$ cat src/rtl/uart_rx_pkg.sv
`default_nettype none
// ============================================================================
// Module      : uart_rx_pkg
// Description : Shared definitions for the extended UART receiver: FSM state
//               encodings, legal oversampling ratios, data length limits.
// Revision    : 1.0 - initial release
// ============================================================================
package uart_rx_pkg;

  // Receiver FSM states, explicitly encoded
  typedef enum logic [2:0] {
    ST_IDLE   = 3'd0,
    ST_START  = 3'd1,
    ST_DATA   = 3'd2,
    ST_PARITY = 3'd3,
    ST_STOP   = 3'd4
  } rx_state_t;

  // Legal oversampling ratios (clock cycles per bit)
  localparam int c_PRESCALE_8  = 8;
  localparam int c_PRESCALE_16 = 16;
  localparam int c_PRESCALE_32 = 32;

  // Shortest frame payload accepted
  localparam int DATA_LEN_MIN = 5;

  // Force a requested data length into DATA_LEN_MIN..max_len so that a bad
  // configuration can never index past the shift register.
  function automatic logic [3:0] clamp_len(input logic [3:0] len, input int max_len);
    logic [3:0] res;
    res = len;
    if (int'(len) < DATA_LEN_MIN) begin
      res = 4'(DATA_LEN_MIN);
    end else if (int'(len) > max_len) begin
      res = 4'(max_len);
    end
    return res;
  endfunction

endpackage : uart_rx_pkg
`default_nettype wire

$ cat src/rtl/uart_rx_sampler.sv
`default_nettype none
// ============================================================================
// Module      : uart_rx_sampler
// Description : Per-bit edge counter and three-point majority vote. bit_done
//               pulses the cycle after the last sample point with the voted
//               value on sbit; bit_end marks the final cycle of each bit.
// Revision    : 1.0 - initial release
// ============================================================================
module uart_rx_sampler #(
  parameter int PRESCALE_WIDTH = 6
) (
  input  logic                      clk,
  input  logic                      rst,
  input  logic                      start,
  input  logic                      run,
  input  logic [PRESCALE_WIDTH-1:0] prescale,
  input  logic                      rx_s,
  output logic                      bit_done,
  output logic                      bit_end,
  output logic                      sbit
);

  logic [PRESCALE_WIDTH-1:0] r_cnt;
  logic [PRESCALE_WIDTH-1:0] w_half;
  logic [PRESCALE_WIDTH-1:0] w_last;
  logic                      r_s0;
  logic                      r_s1;
  logic                      r_done;
  logic                      r_sbit;
  logic                      w_maj;

  assign w_half = prescale >> 1;
  assign w_last = prescale - PRESCALE_WIDTH'(1);
  assign w_maj  = (r_s0 & r_s1) | (r_s0 & rx_s) | (r_s1 & rx_s);

  // Edge counter: the start-detect cycle is count 0, so the next cycle is 1
  always_ff @(posedge clk) begin
    if (rst) begin
      r_cnt <= '0;
    end else if (start) begin
      r_cnt <= PRESCALE_WIDTH'(1);
    end else if (run) begin
      r_cnt <= (r_cnt == w_last) ? '0 : r_cnt + PRESCALE_WIDTH'(1);
    end else begin
      r_cnt <= '0;
    end
  end

  // Capture the two early samples and vote with the third at Prescale/2+1
  always_ff @(posedge clk) begin
    if (rst) begin
      r_s0   <= 1'b1;
      r_s1   <= 1'b1;
      r_done <= 1'b0;
      r_sbit <= 1'b1;
    end else begin
      r_done <= 1'b0;
      if (run) begin
        if (r_cnt == w_half - PRESCALE_WIDTH'(1)) begin
          r_s0 <= rx_s;
        end
        if (r_cnt == w_half) begin
          r_s1 <= rx_s;
        end
        if (r_cnt == w_half + PRESCALE_WIDTH'(1)) begin
          r_sbit <= w_maj;
          r_done <= 1'b1;
        end
      end
    end
  end

  assign bit_done = r_done;
  assign sbit     = r_sbit;
  assign bit_end  = run && (r_cnt == w_last);

endmodule : uart_rx_sampler
`default_nettype wire

$ cat src/rtl/uart_rx_ext.sv
`default_nettype none
// ============================================================================
// Module      : uart_rx_ext
// Description : Configurable UART receiver (5..DATA_WIDTH data bits, optional
//               parity, one or two stop bits, 8/16/32x oversampling) with a
//               valid/ready output register and sticky overrun flag.
// Revision    : 1.0 - initial release
// ============================================================================
module uart_rx_ext
  import uart_rx_pkg::*;
#(
  parameter int DATA_WIDTH     = 9,
  parameter int PRESCALE_WIDTH = 6
) (
  input  logic                      CLK,
  input  logic                      RST,
  input  logic                      RX_IN,
  input  logic [PRESCALE_WIDTH-1:0] Prescale,
  input  logic [3:0]                DATA_LEN,
  input  logic                      PAR_EN,
  input  logic                      PAR_TYP,
  input  logic                      STP2,
  output logic [DATA_WIDTH-1:0]     P_DATA,
  output logic                      data_valid,
  input  logic                      data_ready,
  output logic                      par_err,
  output logic                      stp_err,
  output logic                      overrun,
  input  logic                      ovr_clr
);

  // Synchroniser and edge detect
  logic r_rx_meta;
  logic r_rx_s;
  logic r_rx_prev;
  logic w_fall;

  // FSM
  rx_state_t r_state;
  rx_state_t w_next;
  logic      w_start;
  logic      w_complete;
  logic      w_run;

  // Frame configuration latched at start detection
  logic [PRESCALE_WIDTH-1:0] r_prescale;
  logic [PRESCALE_WIDTH-1:0] w_prescale_sel;
  logic [3:0]                r_len;
  logic                      r_par_en;
  logic                      r_par_typ;
  logic                      r_stp2;

  // Frame datapath
  logic [DATA_WIDTH-1:0] r_shift;
  logic [3:0]            r_bit_cnt;
  logic                  r_par;
  logic                  r_par_err;
  logic                  r_stp_err;
  logic                  r_stop_idx;
  logic                  w_frame_stp_err;

  // Sampler interface
  logic w_bit_done;
  logic w_bit_end;
  logic w_sbit;

  // Two-flop synchroniser plus previous value for falling-edge detection
  always_ff @(posedge CLK) begin
    if (RST) begin
      r_rx_meta <= 1'b1;
      r_rx_s    <= 1'b1;
      r_rx_prev <= 1'b1;
    end else begin
      r_rx_meta <= RX_IN;
      r_rx_s    <= r_rx_meta;
      r_rx_prev <= r_rx_s;
    end
  end

  assign w_fall = r_rx_prev & ~r_rx_s;
  assign w_run  = (r_state != ST_IDLE);

  // Unsupported ratios fall back to 16x so the counter always has a sane period
  always_comb begin
    w_prescale_sel = PRESCALE_WIDTH'(c_PRESCALE_16);
    if ((Prescale == PRESCALE_WIDTH'(c_PRESCALE_8))  ||
        (Prescale == PRESCALE_WIDTH'(c_PRESCALE_16)) ||
        (Prescale == PRESCALE_WIDTH'(c_PRESCALE_32))) begin
      w_prescale_sel = Prescale;
    end
  end

  uart_rx_sampler #(
    .PRESCALE_WIDTH (PRESCALE_WIDTH)
  ) u_sampler (
    .clk      (CLK),
    .rst      (RST),
    .start    (w_start),
    .run      (w_run),
    .prescale (r_prescale),
    .rx_s     (r_rx_s),
    .bit_done (w_bit_done),
    .bit_end  (w_bit_end),
    .sbit     (w_sbit)
  );

  // FSM state register
  always_ff @(posedge CLK) begin
    if (RST) begin
      r_state <= ST_IDLE;
    end else begin
      r_state <= w_next;
    end
  end

  // FSM next state: samples arrive on bit_done, bit boundaries on bit_end
  always_comb begin
    w_next     = r_state;
    w_start    = 1'b0;
    w_complete = 1'b0;
    case (r_state)
      ST_IDLE: begin
        if (w_fall) begin
          w_start = 1'b1;
          w_next  = ST_START;
        end
      end
      ST_START: begin
        if (w_bit_done && w_sbit) begin
          w_next = ST_IDLE;
        end else if (w_bit_end) begin
          w_next = ST_DATA;
        end
      end
      ST_DATA: begin
        if (w_bit_end && (r_bit_cnt == r_len)) begin
          w_next = r_par_en ? ST_PARITY : ST_STOP;
        end
      end
      ST_PARITY: begin
        if (w_bit_end) begin
          w_next = ST_STOP;
        end
      end
      ST_STOP: begin
        // Finish right after the last stop sample so the next start edge,
        // half a bit later, is seen in IDLE
        if (w_bit_done && (!r_stp2 || r_stop_idx)) begin
          w_complete = 1'b1;
          w_next     = ST_IDLE;
        end
      end
      default: begin
        w_next = ST_IDLE;
      end
    endcase
  end

  assign w_frame_stp_err = r_stp_err | ~w_sbit;

  // Frame datapath: config latch, data shift, parity and stop accumulation
  always_ff @(posedge CLK) begin
    if (RST) begin
      r_prescale <= PRESCALE_WIDTH'(c_PRESCALE_16);
      r_len      <= 4'(DATA_LEN_MIN);
      r_par_en   <= 1'b0;
      r_par_typ  <= 1'b0;
      r_stp2     <= 1'b0;
      r_shift    <= '0;
      r_bit_cnt  <= '0;
      r_par      <= 1'b0;
      r_par_err  <= 1'b0;
      r_stp_err  <= 1'b0;
      r_stop_idx <= 1'b0;
    end else if (w_start) begin
      r_prescale <= w_prescale_sel;
      r_len      <= clamp_len(DATA_LEN, DATA_WIDTH);
      r_par_en   <= PAR_EN;
      r_par_typ  <= PAR_TYP;
      r_stp2     <= STP2;
      r_shift    <= '0;
      r_bit_cnt  <= '0;
      r_par      <= 1'b0;
      r_par_err  <= 1'b0;
      r_stp_err  <= 1'b0;
      r_stop_idx <= 1'b0;
    end else begin
      case (r_state)
        ST_DATA: begin
          if (w_bit_done && (r_bit_cnt < r_len)) begin
            for (int i = 0; i < DATA_WIDTH; i++) begin
              if (r_bit_cnt == 4'(i)) begin
                r_shift[i] <= w_sbit;
              end
            end
            r_bit_cnt <= r_bit_cnt + 4'd1;
            r_par     <= r_par ^ w_sbit;
          end
        end
        ST_PARITY: begin
          if (w_bit_done) begin
            r_par_err <= ((r_par ^ w_sbit) != r_par_typ);
          end
        end
        ST_STOP: begin
          if (w_bit_done) begin
            r_stp_err <= w_frame_stp_err;
          end
          if (w_bit_end) begin
            r_stop_idx <= 1'b1;
          end
        end
        default: begin
        end
      endcase
    end
  end

  // Output holding register with valid/ready handshake and sticky overrun
  always_ff @(posedge CLK) begin
    if (RST) begin
      P_DATA     <= '0;
      data_valid <= 1'b0;
      par_err    <= 1'b0;
      stp_err    <= 1'b0;
      overrun    <= 1'b0;
    end else begin
      if (w_complete && (!data_valid || data_ready)) begin
        P_DATA     <= r_shift;
        par_err    <= r_par_err;
        stp_err    <= w_frame_stp_err;
        data_valid <= 1'b1;
      end else if (data_valid && data_ready) begin
        data_valid <= 1'b0;
      end

      if (w_complete && data_valid && !data_ready) begin
        overrun <= 1'b1;
      end else if (ovr_clr) begin
        overrun <= 1'b0;
      end
    end
  end

endmodule : uart_rx_ext
`default_nettype wire

$ cat config.mk
export PLATFORM = sky130hd
export DESIGN_NAME = uart_rx_ext
export DESIGN_NICKNAME = d
export VERILOG_FILES = /design/src/rtl/uart_rx_pkg.sv /design/src/rtl/uart_rx_sampler.sv /design/src/rtl/uart_rx_ext.sv
export SDC_FILE = /design/constraint.sdc
export NUM_CORES = 1
export LEC_CHECK = 0
export ABC_CLOCK_PERIOD_IN_PS = 3500
export CAP_MARGIN = 0
export CORE_ASPECT_RATIO = 1.1
export CORE_MARGIN = 3
export CORE_UTILIZATION = 55
export CTS_CLUSTER_DIAMETER = 200
export DETAILED_ROUTE_END_ITERATION = 12
export DONT_BUFFER_PORTS = 1
export GPL_TIMING_DRIVEN = 0
export PLACE_DENSITY = 0.7
export SLEW_MARGIN = 10
export SYNTH_ARGS = -nofsm -noshare
export SYNTH_HDL_FRONTEND = slang
export SYNTH_SLANG_ARGS = --single-unit
$ cat constraint.sdc
create_clock -name CLK -period 3.5 [get_ports CLK]
set_input_delay 0.7 -clock CLK [delete_from_list [all_inputs] [get_ports CLK]]
set_output_delay 0.7 -clock CLK [all_outputs]
set_load 0.01 [all_outputs]
==> insert_results.sql, run 1 <==
INSERT INTO impl_metrics (metric_group, metric, value, unit) VALUES
('cells_and_area', 'syn_to_final_growth', '9.85', '%'),
('floorplanning', 'die-height', '85.2', 'um'),
('timing', 'final_min_period_over_clock_period', '69.8', '%'),
('cells_and_area', 'layout.core_utilization', '63.1', '%'),
('timing', 'timing_hold_violations_final', '0', ''),
('clocking', 'root_buffer', 'sky130_fd_sc_hd__clkbuf_8', ''),
('timing', 'fmax', '0.410', 'GHz'),
('synth', 'ys_async_sr_fraction', '0', '%'),
('clocking', 'cts_num_sinks', '59', ''),
('synth', 'post_synth_design_cell_area', '3140', 'um2'),
('run', 'maxCapViolations', '0', ''),
('place', 'buffer_ports.inserted', '0', ''),
('clocking', 'clock_latency', '330', 'ps'),
('critical_path', 'endpoint_of_the_worst_register_to_register_path', 'r_state[1]', ''),
('clocking', 'post_cts_resized', '0', ''),
('place', 'placedInstanceArea', '3230', 'um2'),
('outcome', 'status', 'complete, no violations', ''),
('pwr', 'cellInternalPower', '1.14', 'mW'),
('pwr', 'p_total', '1.48', 'mW'),
('global_routing', 'grt.total_usage', '22.6', '%'),
('synth', 'postSynthNetCount', '391', ''),
('worst_hold_path', 'worst_hold_path.num_cells', '1', ''),
('worst_hold_path', 'whs_endpoint', 'r_rx_s', ''),
('critical_path', 'critical_path_class', 'reg2reg', ''),
('critical_path', 'worstSetupEndpointType', 'flop', ''),
('floorplanning', 'floorplan.core_area', '5470', 'um2'),
('timing', 'clock-skew-final', '4.83', 'ps'),
('pwr', 'power_frac_comb', '9.2', '%'),
('pwr', 'power_frac_clock', '44.0', '%'),
('place', 'post_dp_hpwl', '5110', 'um'),
('pwr', 'power.density', '430', 'nW/um2'),
('timing', 'drv_slew', '0', ''),
('detailed_routing', 'drt_drc_violations_left', '0', ''),
('synth', 'synth-seq-area-share', '37.6', '%'),
('clocking', 'htree_levels', '3', ''),
('clocking', 'cts_buffers', '9', ''),
('place', 'place.gp.congestion', '0.874', ''),
('pwr', 'switching_share', '23.3', '%'),
('timing', 'worstMarginPinSlew', '670', 'ps'),
('timing', 'timing.setup.tns', '0', 'ps'),
('cells_and_area', 'num-nets-final', '402', ''),
('detailed_routing', 'drt_wl_total', '6880', 'um'),
('synth', 'netlist_instances', '360', ''),
('clocking', 'clock_pin_transition_on_the_worst_setup_and_hold_timing_paths', '60', 'ps'),
('synth', 'postSynthRegisterBits', '59', ''),
('global_routing', 'grt_overflow', '0', ''),
('detailed_routing', 'drtAntennaViolNets', '0', ''),
('timing', 'setup_violations', '0', ''),
('critical_path', 'r2r_cells', '8', ''),
('clocking', 'ctsHoldBuffers', '0', ''),
('pwr', 'worst_voltage_drop_across_the_vdd_grid', '0.000308', 'V'),
('pwr', 'power.net_switching', '0.346', 'mW'),
('synth', 'synth_top_flop_cell', 'sky130_fd_sc_hd__dfxtp_1', ''),
('synth', 'synth_enable_flop_cells', '0', ''),
('global_routing', 'initial_antenna_violation_count', '1', ''),
('floorplanning', 'die_width', '78.0', 'um'),
('cells_and_area', 'drive_gt1_share', '11.2', '%'),
('floorplanning', 'start_util', '57.4', '%'),
('floorplanning', 'die_area', '6650', 'um2'),
('global_routing', 'first_global_vias', '2500', ''),
('worst_hold_path', 'hp-start', 'r_rx_meta', ''),
('critical_path', 'worst-path-max-fanout', '7', ''),
('clocking', 'post_cts.repair.setup_buffers', '0', ''),
('synth', 'count_of_different_cell_masters_after_synthesis', '55', ''),
('worst_hold_path', 'worstHoldPathType', 'reg2reg', ''),
('critical_path', 'required', '3720', 'ps'),
('detailed_routing', 'routed-via-count', '2531', ''),
('timing', 'hold_ws', '408', 'ps'),
('synth', 'synth_area_per_cell', '8.72', 'um2'),
('critical_path', 'cp-start-kind', 'flop', ''),
('detailed_routing', 'wire_per_inst', '15.3', 'um');
==> power groups by stage <==
stage          clock network, mW  logic [mW]  registers (mW)
6_report                   0.652       0.136           0.695
5_1_grt                    0.696       0.151           0.697
4_1_cts                    0.662       0.135           0.695
3_5_place_dp                   0       0.135           0.710
3_3_place_gp                   0       0.133           0.710
2_1_floorplan                  0       0.106           0.706
==> worst max-delay path, cell delays in order, from the launching register on <==
cell and delay (ps):
sky130_fd_sc_hd__dfxtp_1 320, sky130_fd_sc_hd__clkbuf_1 270, sky130_fd_sc_hd__inv_1 150, sky130_fd_sc_hd__ha_1 260, sky130_fd_sc_hd__nor3b_2 190, sky130_fd_sc_hd__a21oi_1 180, sky130_fd_sc_hd__o221ai_2 190, sky130_fd_sc_hd__o32ai_2 390
sky130_fd_sc_hd__mux2_2 380
==> logic make-up (layout without fill, tap and decap cells) <==
| logic type | Yosys count | count (layout) | share of synthesized area (%) |
|---|---|---|---|
| flip-flops | 59 | 59 | 37.6 |
| XOR/XNOR | 25 | 25 | 6.98 |
| AO/OA/AOI/OAI | 53 | 53 | 11.4 |
| buffers and inverters | 36 | 51 | 4.75 |
| other | 0 | 1 | 0 |
| AND/OR/NAND/NOR | 150 | 150 | 26.3 |
| multiplexers | 23 | 23 | 7.38 |
| adder cells (fa/ha/maj) | 14 | 14 | 5.50 |
==> Yosys cell counts, drive strengths merged, types with 2 or more instances <==
master,number,area (um2)
nand3b,3,22.5
nand2,33,124
nor3b,4,45.1
nand2b,13,81.3
and3,4,25.0
nor4b,3,26.3
or2,5,31.3
nor2b,4,25.0
mux2i,22,220
a211o,2,17.5
xnor2,13,114
a21oi,22,110
o31ai,3,22.5
o221ai,2,23.8
nor2,33,126
dfxtp,59,1180
xor2,12,105
nor3,10,55.1
inv,13,48.8
buf,10,51.3
nor4,15,119
nand4,2,12.5
nand3,11,55.1
o21a,3,22.5
or4,4,30.0
clkbuf,13,48.8
o21bai,2,15.0
o21ai,8,40.0
or3,2,12.5
ha,13,163
==> metrics by stage <==
step	worst slack, ps	instances
3_3_place_gp	1120	435
6_report	1060	451
5_1_grt	847	451
4_1_cts	1060	450
2_1_floorplan	1340	360
3_5_place_dp	1080	435
==> cell type report <==
cell class	count	area [um2]
Antenna cell	1	2.50
Buffer	23	100
Clock buffer	14	183
Clock inverter	1	30.0
Fill cell	516	2020
Inverter	13	48.8
Multi-Input combinational cell	265	1810
Sequential cell	59	1180
Tap cell	75	93.8
==> routing by layer <==
metal  part of all wire (%)  track usage, %  vias to the layer above
li1                       -               -                     1282
met1                     42            26.0                     1189
met2                     51            38.9                       42
met3                    3.9            6.37                       18
met4                    2.4            10.2                        0
met5                      0               0                        -
==> worst max path at each step <==
stage	from	end	slack, ps	cells after the start
detailed placement	r_prescale[2]	r_state[1]	1080	8
global placement	r_prescale[2]	r_state[1]	1120	8
global route	r_prescale[2]	r_state[1]	850	8
floorplan	r_prescale[2]	r_state[1]	1340	8
finish	r_prescale[2]	r_state[1]	1060	8
CTS	r_prescale[2]	r_state[1]	1060	8
==> state kept, by name, indices dropped and copies added (netlist names), 3 cells and up <==
| name | cells |
|---|---|
| P_DATA | 9 |
| r_bit_cnt | 4 |
| r_len | 4 |
| r_prescale | 6 |
| r_shift | 9 |
| r_state | 3 |
| u_sampler.r_cnt | 6 |
==> cells in the final DEF (no fill, tap or decap), drive strengths merged, types with 2 or more instances in the layout <==
| cell type | count |
|---|---|
| dfxtp | 59 |
| nand2 | 33 |
| nor2 | 33 |
| clkbuf | 27 |
| a21oi | 22 |
| mux2i | 22 |
| nor4 | 15 |
| inv | 13 |
| xnor2 | 13 |
| nand2b | 13 |
| ha | 13 |
| xor2 | 12 |
| nand3 | 11 |
| nor3 | 10 |
| buf | 10 |
| o21ai | 8 |
| or2 | 5 |
| and3 | 4 |
| nor2b | 4 |
| or4 | 4 |
| nor3b | 4 |
| nor4b | 3 |
| nand3b | 3 |
| o21a | 3 |
| o31ai | 3 |
| o21bai | 2 |
| a211o | 2 |
| or3 | 2 |
| nand4 | 2 |
| o221ai | 2 |
(Power assumes the default switching activity.)
==> run 2: changes to the inputs <==
--- a/config.mk
+++ b/config.mk
@@ -5,7 +5,7 @@
 export SDC_FILE = /design/constraint.sdc
 export NUM_CORES = 1
 export LEC_CHECK = 0
-export ABC_CLOCK_PERIOD_IN_PS = 3500
+export ABC_CLOCK_PERIOD_IN_PS = 2520
 export CAP_MARGIN = 0
 export CORE_ASPECT_RATIO = 1.1
 export CORE_MARGIN = 3
==> constraint.sdc (replaced) <==
create_clock -name CLK -period 2.52 [get_ports CLK]
set_input_delay 0.504 -clock CLK [delete_from_list [all_inputs] [get_ports CLK]]
set_output_delay 0.504 -clock CLK [all_outputs]
set_load 0.01 [all_outputs]
==> run 2 against run 1 <==
Net effect:
- setup slack lost 860 ps
- largest power group unchanged
- routed wire length shrank 0.17%
- worst hold slack worse by 130 ps
- die area did not move
- first-iteration DRC count is 11% lower
- cell area fell by 0.11%
- sequential cell count is the same
- clock skew decreased by 1.2 ps
- highest routed layer unchanged
==> insert_results.sql, run 2 (synthesis results as in run 1) <==
INSERT INTO impl_metrics (metric_group, metric, value, unit) VALUES
('floorplanning', 'die_width', '78.0', 'um'),
('critical_path', 'worst-path-max-fanout', '8', ''),
('cells_and_area', 'layout.cell_area.non_filler', '3440', 'um2'),
('clocking', 'ctsHoldBuffers', '0', ''),
('detailed_routing', 'viasPerCell', '5.62', ''),
('critical_path', 'timing.critical_path.buf_inv', '1', ''),
('critical_path', 'critical-path-slowest-cell', 'sky130_fd_sc_hd__dfxtp_1', ''),
('detailed_routing', 'met2WireLength', '3470', 'um'),
('timing', 'timing_hold_violations_final', '0', ''),
('detailed_routing', 'routed-via-count', '2530', ''),
('place', 'place.gp.congestion', '0.874', ''),
('critical_path', 'worstSetupEndpointType', 'flop', ''),
('clocking', 'clock_latency', '330', 'ps'),
('detailed_routing', 'drt_drc_violations_left', '0', ''),
('place', 'post_dp_hpwl', '5110', 'um'),
('global_routing', 'grt_overflow', '0', ''),
('place', 'post-place-cells', '435', ''),
('run', 'maxCapViolations', '0', ''),
('clocking', 'cts_buffers', '9', ''),
('timing', 'final_min_period_over_clock_period', '92.0', '%'),
('cells_and_area', 'drive_gt1_share', '11.2', '%'),
('clocking', 'cts_num_sinks', '59', ''),
('global_routing', 'initial_antenna_violation_count', '1', ''),
('floorplanning', 'floorplan.core_area', '5470', 'um2'),
('critical_path', 'required', '2740', 'ps'),
('floorplanning', 'io_pins', '31', ''),
('timing', 'maxSlewHeadroom', '56.1', '%'),
('timing', 'setup_violations', '0', ''),
('detailed_routing', 'met1Wirelength', '2960', 'um'),
('critical_path', 'cp-start-kind', 'flop', ''),
('floorplanning', 'die-height', '85.2', 'um'),
('global_routing', 'grt_pass1_wl', '11800', 'um'),
('detailed_routing', 'drtAntennaViolNets', '0', ''),
('global_routing', 'first_global_vias', '2500', ''),
('place', 'buffer_ports.inserted', '0', ''),
('clocking', 'post_cts.repair.setup_buffers', '0', ''),
('clocking', 'root_buffer', 'sky130_fd_sc_hd__clkbuf_8', ''),
('floorplanning', 'placementRows', '28', ''),
('floorplanning', 'die_area', '6650', 'um2'),
('timing', 'clock-skew-final', '3.66', 'ps'),
('pwr', 'p_total', '2.06', 'mW'),
('timing', 'worstMarginPinSlew', '655', 'ps'),
('detailed_routing', 'routed-wl-met3', '272', 'um'),
('timing', 'post-route-min-period', '2320', 'ps'),
('global_routing', 'pin_count_of_the_biggest_net_entering_global_routing', '11', ''),
('global_routing', 'grt.total_usage', '22.6', '%'),
('timing', 'timing.setup.tns', '0', 'ps'),
('timing', 'fmax', '0.431', 'GHz'),
('critical_path', 'critPathArrivalTime', '2540', 'ps'),
('critical_path', 'critical_path.top_delay_family', 'compound AO/OA/AOI/OAI gates', ''),
('worst_hold_path', 'worst_hold_path.num_cells', '1', ''),
('critical_path', 'critical_r2r_launch', 'r_prescale[2]', ''),
('detailed_routing', 'dr.max_layer_used', 'met4', ''),
('worst_hold_path', 'hp-start', 'RX_IN', ''),
('place', 'placedInstanceArea', '3230', 'um2'),
('cells_and_area', 'top_regs', 'P_DATA x9, r_shift x9', ''),
('worst_hold_path', 'worstHoldPathType', 'in2reg', ''),
('clocking', 'cts.path.max_buffers', '2', ''),
('timing', 'drv_slew', '0', ''),
('critical_path', 'cp_slowest_stage_delay', '480', 'ps'),
('critical_path', 'timing.critical_path.cells', 'inv_1 -> ha_1 -> nor3b_2 -> a21oi_1 -> o221ai_2 -> o32ai_2 -> mux2_2', ''),
('pwr', 'power.static_leakage', '1.31', 'nW'),
('timing', 'grt_setup_unrepaired', 'false', ''),
('clocking', 'post_cts_resized', '0', ''),
('cells_and_area', 'num-nets-final', '401', ''),
('pwr', 'worst_voltage_drop_across_the_vdd_grid', '0.000428', 'V'),
('outcome', 'status', 'complete, no violations', ''),
('detailed_routing', 'drt-pass1-iter-count', '6', ''),
('cells_and_area', 'layout.cells.most_common', 'sky130_fd_sc_hd__dfxtp_1', ''),
('timing', 'hold_ws', '273', 'ps'),
('clocking', 'htree_levels', '3', ''),
('detailed_routing', 'dr.first_iter.drc_count', '102', ''),
('critical_path', 'setup.reg_to_reg.worst_slack', '200', 'ps'),
('pwr', 'power.density', '598', 'nW/um2'),
('detailed_routing', 'drt_wl_total', '6870', 'um'),
('detailed_routing', 'wire_per_inst', '15.3', 'um'),
('critical_path', 'critical_path_class', 'reg2reg', ''),
('critical_path', 'r2r_cells', '7', ''),
('worst_hold_path', 'whs_endpoint', 'r_rx_meta', ''),
('cells_and_area', 'syn_to_final_growth', '9.73', '%'),
('cells_and_area', 'finish.cell_count_without_fillers', '450', ''),
('cells_and_area', 'final_cell_mix', 'sky130_fd_sc_hd__dfxtp_1, sky130_fd_sc_hd__nand2_1, sky130_fd_sc_hd__nor2_1', ''),
('floorplanning', 'start_util', '57.4', '%'),
('critical_path', 'endpoint_of_the_worst_register_to_register_path', 'r_state[1]', ''),
('clocking', 'tritoncts', 'built', ''),
('clocking', 'clock_pin_transition_on_the_worst_setup_and_hold_timing_paths', '60', 'ps');
[run 2: changes by cell type in the layout (fill, tap and decap cells not counted)]
cell	previous run	this run
sky130_fd_sc_hd__clkbuf_1	14	13
[run 2: cell type report]
type / count / area [um2]
Tap cell: 75 / 93.8
Clock buffer: 14 / 183
Antenna cell: 1 / 2.50
Fill cell: 518 / 2020
Sequential cell: 59 / 1180
Clock inverter: 1 / 30.0
Buffer: 22 / 96.3
Multi-Input combinational cell: 265 / 1810
Inverter: 13 / 48.8
[run 2: how the worst max path moves through the flow]
stage | startpoint | to | slack, ps | depth (start not counted)
floorplan | r_prescale[2] | r_state[1] | 360 | 8
global placement | r_prescale[2] | r_state[1] | 140 | 8
detailed placement | r_prescale[2] | r_state[1] | 100 | 8
CTS | r_prescale[2] | r_state[1] | 80 | 8
global route | r_prescale[2] | r_state[1] | 20 | 7
finish | r_prescale[2] | r_state[1] | 200 | 7
[run 2: power by group]
part,internal [mW],leakage [nW],switching (mW),total [mW]
combinational,0.0694,0.722,0.119,0.188
sequential,0.950,0.477,0.0154,0.965
clock,0.560,0.109,0.345,0.905
[run 2: metrics by stage]
| step | setup slack [ps] | util (%) |
|---|---|---|
| 2_1_floorplan | 364 | - |
| 3_3_place_gp | 138 | 59.1 |
| 3_5_place_dp | 96.3 | 59.1 |
| 4_1_cts | 84.7 | 63.0 |
| 5_1_grt | 17.3 | 63.0 |
| 6_report | 202 | 63.0 |
[run 2: metal layers]
layer  track usage (%)  vias up
met5                 0        -
met4              10.2        0
met3              6.37       16
met2              38.9       47
met1              26.0     1189
li1                  -     1278
